## config.mk

```make
export PLATFORM = sky130hd
export DESIGN_NAME = vga_fb_reader
export DESIGN_NICKNAME = d
export VERILOG_FILES = /design/src/rtl/vga_fb_reader.sv
export SDC_FILE = /design/constraint.sdc
export NUM_CORES = 1
export LEC_CHECK = 0
export ABC_AREA = 1
export ABC_CLOCK_PERIOD_IN_PS = 2200
export BUFFER_PORTS_ARGS = -buffer_cell sky130_fd_sc_hd__clkbuf_2
export CAP_MARGIN = 0
export CELL_PAD_IN_SITES_DETAIL_PLACEMENT = 1
export CELL_PAD_IN_SITES_GLOBAL_PLACEMENT = 2
export CORE_ASPECT_RATIO = 0.7
export CORE_MARGIN = 2
export CORE_UTILIZATION = 33
export CTS_CLUSTER_DIAMETER = 50
export CTS_CLUSTER_SIZE = 20
export DETAILED_ROUTE_END_ITERATION = 12
export GPL_TIMING_DRIVEN = 0
export PLACE_DENSITY_LB_ADDON = 0.1
export RECOVER_POWER = 50
export SLEW_MARGIN = 10
export SYNTH_ARGS = -nofsm -noshare
export SYNTH_HDL_FRONTEND = slang
export SYNTH_SLANG_ARGS = --single-unit
```

## constraint.sdc

```tcl
create_clock -name PIXELCLK -period 2.2 [get_ports PIXELCLK]
set_input_delay 0 -clock PIXELCLK [delete_from_list [all_inputs] [get_ports PIXELCLK]]
set_output_delay 0 -clock PIXELCLK [all_outputs]
set_load 0.02 [all_outputs]
```

## src/rtl/vga_fb_reader.sv

```systemverilog
// vga_fb_reader: raster timing generator and sequential 8-bit frame-buffer reader.
// Ports: PIXELCLK/RSTN clock and sync active-low reset; i_w_en writer-owns-buffer;
// o_rd_en/o_rd_addr/i_rd_data buffer read port; o_data/o_de/VGA_HS/VGA_VS/
// o_frame_start pixel, enable, active-low syncs and frame pulse, all aligned.
module vga_fb_reader #(
  parameter int H_ACTIVE = 640,
  parameter int H_FP     = 16,
  parameter int H_SYNC   = 96,
  parameter int H_BP     = 48,
  parameter int V_ACTIVE = 480,
  parameter int V_FP     = 10,
  parameter int V_SYNC   = 2,
  parameter int V_BP     = 33,
  parameter int ADDR_W   = 19,
  parameter int RD_LAT   = 1
) (
  input  logic              PIXELCLK,
  input  logic              RSTN,
  input  logic              i_w_en,
  output logic              o_rd_en,
  output logic [ADDR_W-1:0] o_rd_addr,
  input  logic [7:0]        i_rd_data,
  output logic [7:0]        o_data,
  output logic              o_de,
  output logic              VGA_HS,
  output logic              VGA_VS,
  output logic              o_frame_start
);

  localparam int H_TOTAL = H_ACTIVE + H_FP + H_SYNC + H_BP;
  localparam int V_TOTAL = V_ACTIVE + V_FP + V_SYNC + V_BP;
  localparam int HW = $clog2(H_TOTAL);
  localparam int VW = $clog2(V_TOTAL);
  localparam int HS_B = H_ACTIVE + H_FP;
  localparam int HS_E = HS_B + H_SYNC;
  localparam int VS_B = V_ACTIVE + V_FP;
  localparam int VS_E = VS_B + V_SYNC;

  // Pipeline bit layout: {frame_start, vs_n, hs_n, de, rd_en}
  localparam logic [4:0] PIPE_RST = 5'b01100;

  logic [HW-1:0]     h_q, h_d;
  logic [VW-1:0]     v_q, v_d;
  logic [ADDR_W-1:0] addr_q, addr_d, addr_cur;
  logic              blank_q, blank_d, blank_cur;
  logic              origin, h_last, v_last, visible, hs_n, vs_n;
  logic [4:0]        stg0;
  logic [4:0]        pipe_q [RD_LAT+1];
  logic [ADDR_W-1:0] rd_addr_q;
  logic [7:0]        data_q;
  logic              de_q, hs_q, vs_q, fs_q;

  always_comb begin
    origin  = (h_q == '0) && (v_q == '0);
    h_last  = (h_q == HW'(H_TOTAL - 1));
    v_last  = (v_q == VW'(V_TOTAL - 1));
    h_d     = h_last ? '0 : h_q + 1'b1;
    v_d     = v_q;
    if (h_last) v_d = v_last ? '0 : v_q + 1'b1;
    // blank decision is taken on the first pixel itself, so it
    // already governs the read of pixel (0,0)
    blank_cur = origin ? i_w_en : blank_q;
    blank_d   = blank_cur;
    visible   = (h_q < HW'(H_ACTIVE)) && (v_q < VW'(V_ACTIVE));
    addr_cur  = origin ? '0 : addr_q;
    addr_d    = visible ? addr_cur + 1'b1 : addr_cur;
    hs_n      = !((h_q >= HW'(HS_B)) && (h_q < HW'(HS_E)));
    vs_n      = !((v_q >= VW'(VS_B)) && (v_q < VW'(VS_E)));
    stg0      = {origin, vs_n, hs_n, visible, visible & ~blank_cur};
  end

  always_ff @(posedge PIXELCLK) begin
    if (!RSTN) begin
      h_q       <= '0;
      v_q       <= '0;
      addr_q    <= '0;
      blank_q   <= 1'b0;
      rd_addr_q <= '0;
      for (int i = 0; i <= RD_LAT; i++) pipe_q[i] <= PIPE_RST;
      data_q    <= 8'h00;
      de_q      <= 1'b0;
      hs_q      <= 1'b1;
      vs_q      <= 1'b1;
      fs_q      <= 1'b0;
    end else begin
      h_q       <= h_d;
      v_q       <= v_d;
      addr_q    <= addr_d;
      blank_q   <= blank_d;
      rd_addr_q <= addr_cur;
      pipe_q[0] <= stg0;
      for (int i = 1; i <= RD_LAT; i++) pipe_q[i] <= pipe_q[i-1];
      // pipe_q[RD_LAT] lines up with the returning read data
      data_q    <= pipe_q[RD_LAT][0] ? i_rd_data : 8'h00;
      de_q      <= pipe_q[RD_LAT][1];
      hs_q      <= pipe_q[RD_LAT][2];
      vs_q      <= pipe_q[RD_LAT][3];
      fs_q      <= pipe_q[RD_LAT][4];
    end
  end

  assign o_rd_en       = pipe_q[0][0];
  assign o_rd_addr     = rd_addr_q;
  assign o_data        = data_q;
  assign o_de          = de_q;
  assign VGA_HS        = hs_q;
  assign VGA_VS        = vs_q;
  assign o_frame_start = fs_q;

endmodule

```

; Yosys cells after proc, flatten, opt, wreduce, memory -nomap -nowiden
; Memories as Yosys holds them, arrays and structs flattened.
; Cells that the tools add are included.
; W data, S select, Z words.
[classes]
add_sub_neg = 3
order_cmp = 6
n_eq_ne = 2
n_mux = 8
bitwise_logic = 5
reduce_logical = 10
[op_table]
columns = cell, count
row1 = $mux W19, 2
row2 = $add A10 B1 Y10 const B, 2
row3 = $eq A10 B10 Y1 const B, 2
row4 = $logic_not A10 Y1, 2
row5 = $lt A10 B10 Y1 const B, 2
row6 = $lt A10 B9 Y1 const B, 2
row7 = $add A19 B1 Y19 const B, 1
row8 = $ge A10 B10 Y1 const B, 1
row9 = $ge A10 B9 Y1 const B, 1
row10 = $mux W10, 1
row11 = $mux W5, 2
row12 = $logic_and A1 B1 Y1, 4
row13 = $mux W1, 3
row14 = $logic_not A1 Y1, 2
row15 = $not A1 Y1, 2
row16 = $or A1 B1 Y1, 2
row17 = $reduce_and A2 Y1, 1
row18 = $reduce_or A2 Y1, 1
row19 = $and A1 B1 Y1, 1
[word_totals]
ff_bits = 71
mem_bits_rw = 10
input_bits = 11
out_inout_bits = 32
elab_cells = 45
memories = 1
[mem_list]
columns = memory, depth, word_bits, rd, rd_clocked_by_memory_dff, write_ports, line
row1 = pipe_q, 2, 5, 2, 0, 2, 48  ; logic [4:0] pipe_q [RD_LAT+1];

; Longest topological paths before layout
[logic_depth]
word_depth = 6
ltp_mapped = 17
mapped_depth_nobuf = 16

; Least setup slack after synthesis
; Ideal clock, no wire load.
[synth_timing]
kind = reg-to-reg
startpoint = register v_q[0]
endpoint = register addr_q[14]
arrival_time_ps = 1870
slack_ps = 214
stages_incl_launch_ff = 17
path_buffers = 1
cell_sequence = dfxtp_1 > inv_1 > ha_1 > nand3_1 > nor2_2 > nand3_4 > buf_6 > nand2_1 > inv_1 > ha_1 > nand3_1 > nor2_1 > nand2_1 > nor2_2 > nand3_1 > o21ai_0 > nor2_1
[synth_via]
elab_chain_cells = 5
word_cells_on_any_way = 7
[synth_lines]
columns = item, line
row1 = start: declaration, 43  ; logic [VW-1:0] v_q, v_d;
row2 = start signal: assignment, 87  ; v_q <= v_d;
row3 = $logic_not A10 Y1, 54  ; origin = (h_q == '0) && (v_q == '0);
row4 = $logic_and A1 B1 Y1, 54
row5 = $mux W19, 65  ; addr_cur = origin ? '0 : addr_q;
row6 = net addr_cur[0], 44  ; logic [ADDR_W-1:0] addr_q, addr_d, addr_cur;
row7 = $add A19 B1 Y19, 66  ; addr_d = visible ? addr_cur + 1'b1 : addr_cur;
row8 = $mux W19, 66
row9 = end signal: assignment, 88  ; addr_q <= addr_d;
row10 = end: declaration, 44
; The timed path passes the listed nets, and every way through them passes these cells.
; A chain may end at the register's enable or synchronous reset.

; Final worst setup path
[layout_timing]
startpoint = register h_q[0]
endpoint = register addr_q[10]
[layout_via]
elab_chain_cells = 5
word_cells_on_any_way = 7
[layout_lines]
columns = item, line
row1 = start: declaration, 42  ; logic [HW-1:0] h_q, h_d;
row2 = start signal: assignment, 74  ; h_q <= '0;
row3 = start signal: assignment, 86  ; h_q <= h_d;
row4 = $logic_not A10 Y1, 54
row5 = $logic_and A1 B1 Y1, 54
row6 = $mux W19, 65
row7 = net addr_cur[1], 44
row8 = $add A19 B1 Y19, 66
row9 = $mux W19, 66
; The timed path passes the listed nets, and every way through them passes these cells.

==> flow_metrics.env <==
export IMPL_drc_errors=0
export IMPL_hold_viol=0
export IMPL_boundaryPins=43
export IMPL_critical_path_max_stage_delay_ns=0.36
export IMPL_cts_reportedPaths_clkPinSlew_ns=0.06
export IMPL_crit_slowest_cell="dfxtp_4"
export IMPL_synth_area_per_cell_sq_um=7.68
export IMPL_seq_area_frac_synth_pct=49.2
export IMPL_antenna_cells=0
export IMPL_finalNonFillerCells=628
export IMPL_p_per_area_nw_per_um2=816
export IMPL_synthAdderAreaFrac_pct=1.90
export IMPL_final_cell_mix="dfxtp_1, nor2_1, nand2_1"
export IMPL_cp_cell_sequence="inv_1, ha_1, nand3_1, nor2_2, nand3_4, buf_8, nand2_2, inv_2, ha_4, nand2_1, nor2_2, nand4_1, o21ai_0, a21oi_1"
export IMPL_clockBufferDepth=2
export IMPL_synthCells=429
export IMPL_numCtsBuffers=9
export IMPL_grt_pass1_vias=2857
export IMPL_hp_class="in -> reg"
export IMPL_critPathMaxFanout=7
export IMPL_arrival_ns=2.30
export IMPL_critPathCaptureType="flip-flop"
export IMPL_final_common_cell="dfxtp_1"
export IMPL_dp_hpwl_microns=6370
export IMPL_preCtsSetupSlack_ns=-0.239
export IMPL_post_route_min_period_ns=2.07
export IMPL_drv_cap=0
export IMPL_cts_tree="yes"
export IMPL_synth_top_family_by_area="simple AND/OR/NAND/NOR gates"
export IMPL_drive_gt1_share_pct=17.2
export IMPL_dpl_cell_area_sq_um=3660
export IMPL_die_h_microns=87.6
export IMPL_grt_pass1_wl_microns=14500
export IMPL_fin_nets=511
export IMPL_critPathKind="reg -> reg"
export IMPL_synth_nets=445
export IMPL_dieWidth_microns=123
export IMPL_h_tree_depth=3
export IMPL_gp_congestion=0.817
export IMPL_viasPerCell=4.61
export IMPL_synth_mux_area_share_pct=0
export IMPL_totalWireLength_microns=8900
export IMPL_cts_root_buf="clkbuf_16"
export IMPL_wl_per_cell_microns=14.2
export IMPL_num_rows=30
export IMPL_status="complete, no violations"
export IMPL_required_ns=2.43
export IMPL_dieArea_sq_um=10800
export IMPL_finalSetupTns_ns=0
export IMPL_setup_viol=0
export IMPL_finalHoldWorstSlack_ns=0.0717
export IMPL_fill_cells=1223
export IMPL_grt_max_degree=14
export IMPL_core_area_sq_um=9680
export IMPL_gr_total_overflow=0
export IMPL_synth_async_sr_flop_share_pct=0
export IMPL_skew_ns=0.00818
export IMPL_final_max_slew_viol_count=0
export IMPL_drt_iter0_drc=123
export IMPL_clk_latency_ns=0.34
export IMPL_place_inst=598
export IMPL_synth_cell_area_sq_um=3290
export IMPL_synth_cell_types=35
export IMPL_grt_antenna_before_repair=0
export IMPL_postRouteAntennaNets=0
export IMPL_ys_ff_latch=81
export IMPL_p_leak_nw=1.71
export IMPL_dr_pass1_iters=4
export IMPL_finalPower_mw=3.39
export IMPL_yosysWarningCount=0
export IMPL_startpoint_type="flip-flop"
export IMPL_slew_headroom_pct=59.5
export IMPL_numClockSinks=81
export IMPL_synthFlopType="dfxtp_1"
export IMPL_final_util_pct=42.9
export IMPL_fmaxAchievable_mhz=483
export IMPL_yosys_area_share_xor_xnor_pct=0.798
export IMPL_port_buffers=41
export IMPL_grt_util_all_layers_pct=17.9
export IMPL_vias=2892
export IMPL_initial_utilization_pct=34.0
export IMPL_critical_path_most_common_cell="nor2_2"
export IMPL_synth_compound_area_share_pct=7.14
export IMPL_post_route_period_util_pct=94.2
export IMPL_max_slew_worst_pin_slew_ns=0.608
export IMPL_postLayoutCellArea_sq_um=4160
export IMPL_setup_slack_ns=0.129
export IMPL_synth_edff_count=0
export IMPL_ir_drop_mv=0.418
export IMPL_synth_simple_area_share_pct=31.8
export IMPL_syn_to_final_growth_pct=26.1
==> cell type report <==
class                      count  area, sq um  area share (%)
sequential                    81         1630            39.2
clock inverter                 5         77.6            1.87
tap                          128          160            3.85
inverter                      64          240            5.78
clock buffer                  11          253            6.08
buffer                         9         65.1            1.57
multi-input combinational    275         1440            34.6
timing repair buffer          55          293            7.05
==> critical path: cells and delay by family (launching register included) <==
family / cells / cell delay (ns)
AOI/OAI and AO/OA: 2 / 0.28
DFF: 1 / 0.36
and+or+nand+nor: 7 / 0.74
buffers and inverters: 3 / 0.25
adders and majority gates: 2 / 0.33
==> report_power, final <==
part	internal [mW]	switching [mW]
combinational	0.0836	0.141
clock	1.05	0.605
sequential	1.50	0.0133
total	2.63	0.759
==> sequential cells by signal (all words and copies together), names as in the netlist <==
signal,flops
o_frame_start,1
blank_q,1
o_de,1
VGA_VS,1
o_rd_addr,19
addr_q,19
pipe_q,10
VGA_HS,1
v_q,10
h_q,10
o_data,8
==> cells by family after synthesis <==
group,count (synthesis)
flip-flops,81
adder cells (fa/ha/maj),5
AND/OR/NAND/NOR,222
buffers and inverters,73
XOR/XNOR,3
AO/OA/AOI/OAI,45
==> Yosys cell counts (4+ instances only) <==
master | count | area share, %
a21oi_1 | 22 | 3.3
nand2_2 | 4 | 0.76
nand4_1 | 5 | 0.95
clkbuf_1 | 5 | 0.57
nor3_1 | 7 | 1.1
nor2_1 | 80 | 9.1
o21ai_0 | 18 | 2.7
or2_2 | 4 | 0.76
inv_2 | 4 | 0.46
nor2_2 | 8 | 1.5
nand3_1 | 28 | 4.3
inv_1 | 59 | 6.7
ha_1 | 5 | 1.9
nand2_1 | 71 | 8.1
dfxtp_1 | 81 | 49
==> per-layer routing <==
| metal | GRT usage (%) | vias up | routed length, microns |
|---|---|---|---|
| met1 | 25.6 | 1368 | 4770 |
| met5 | 0 | - | 0 |
| met4 | 4.65 | 0 | 92 |
| li1 | - | 1476 | - |
| met3 | 4.69 | 11 | 278 |
| met2 | 26.8 | 37 | 3760 |
==> final timing paths <==
check	depth (start not counted)	to	start	slack (ns)
setup / recovery	14	addr_q[10]	h_q[0]	0.13
hold / removal	3	addr_q[15]	RSTN	0.07
setup reg to reg	14	addr_q[10]	h_q[0]	0.13
hold reg to reg	2	pipe_q[0][6]	pipe_q[0][1]	0.41
==> timing repair <==
| action | CTS | global route |
|---|---|---|
| setup endpoints to repair | 8 | 19 |
| buffers inserted | 2 | 3 |
| hold buffers | 9 | 0 |
| pin swaps | 3 | 5 |
| endpoints found under the hold margin | 10 | 0 |
| gates resized for setup | 7 | 23 |
(Power assumes the default switching activity.)
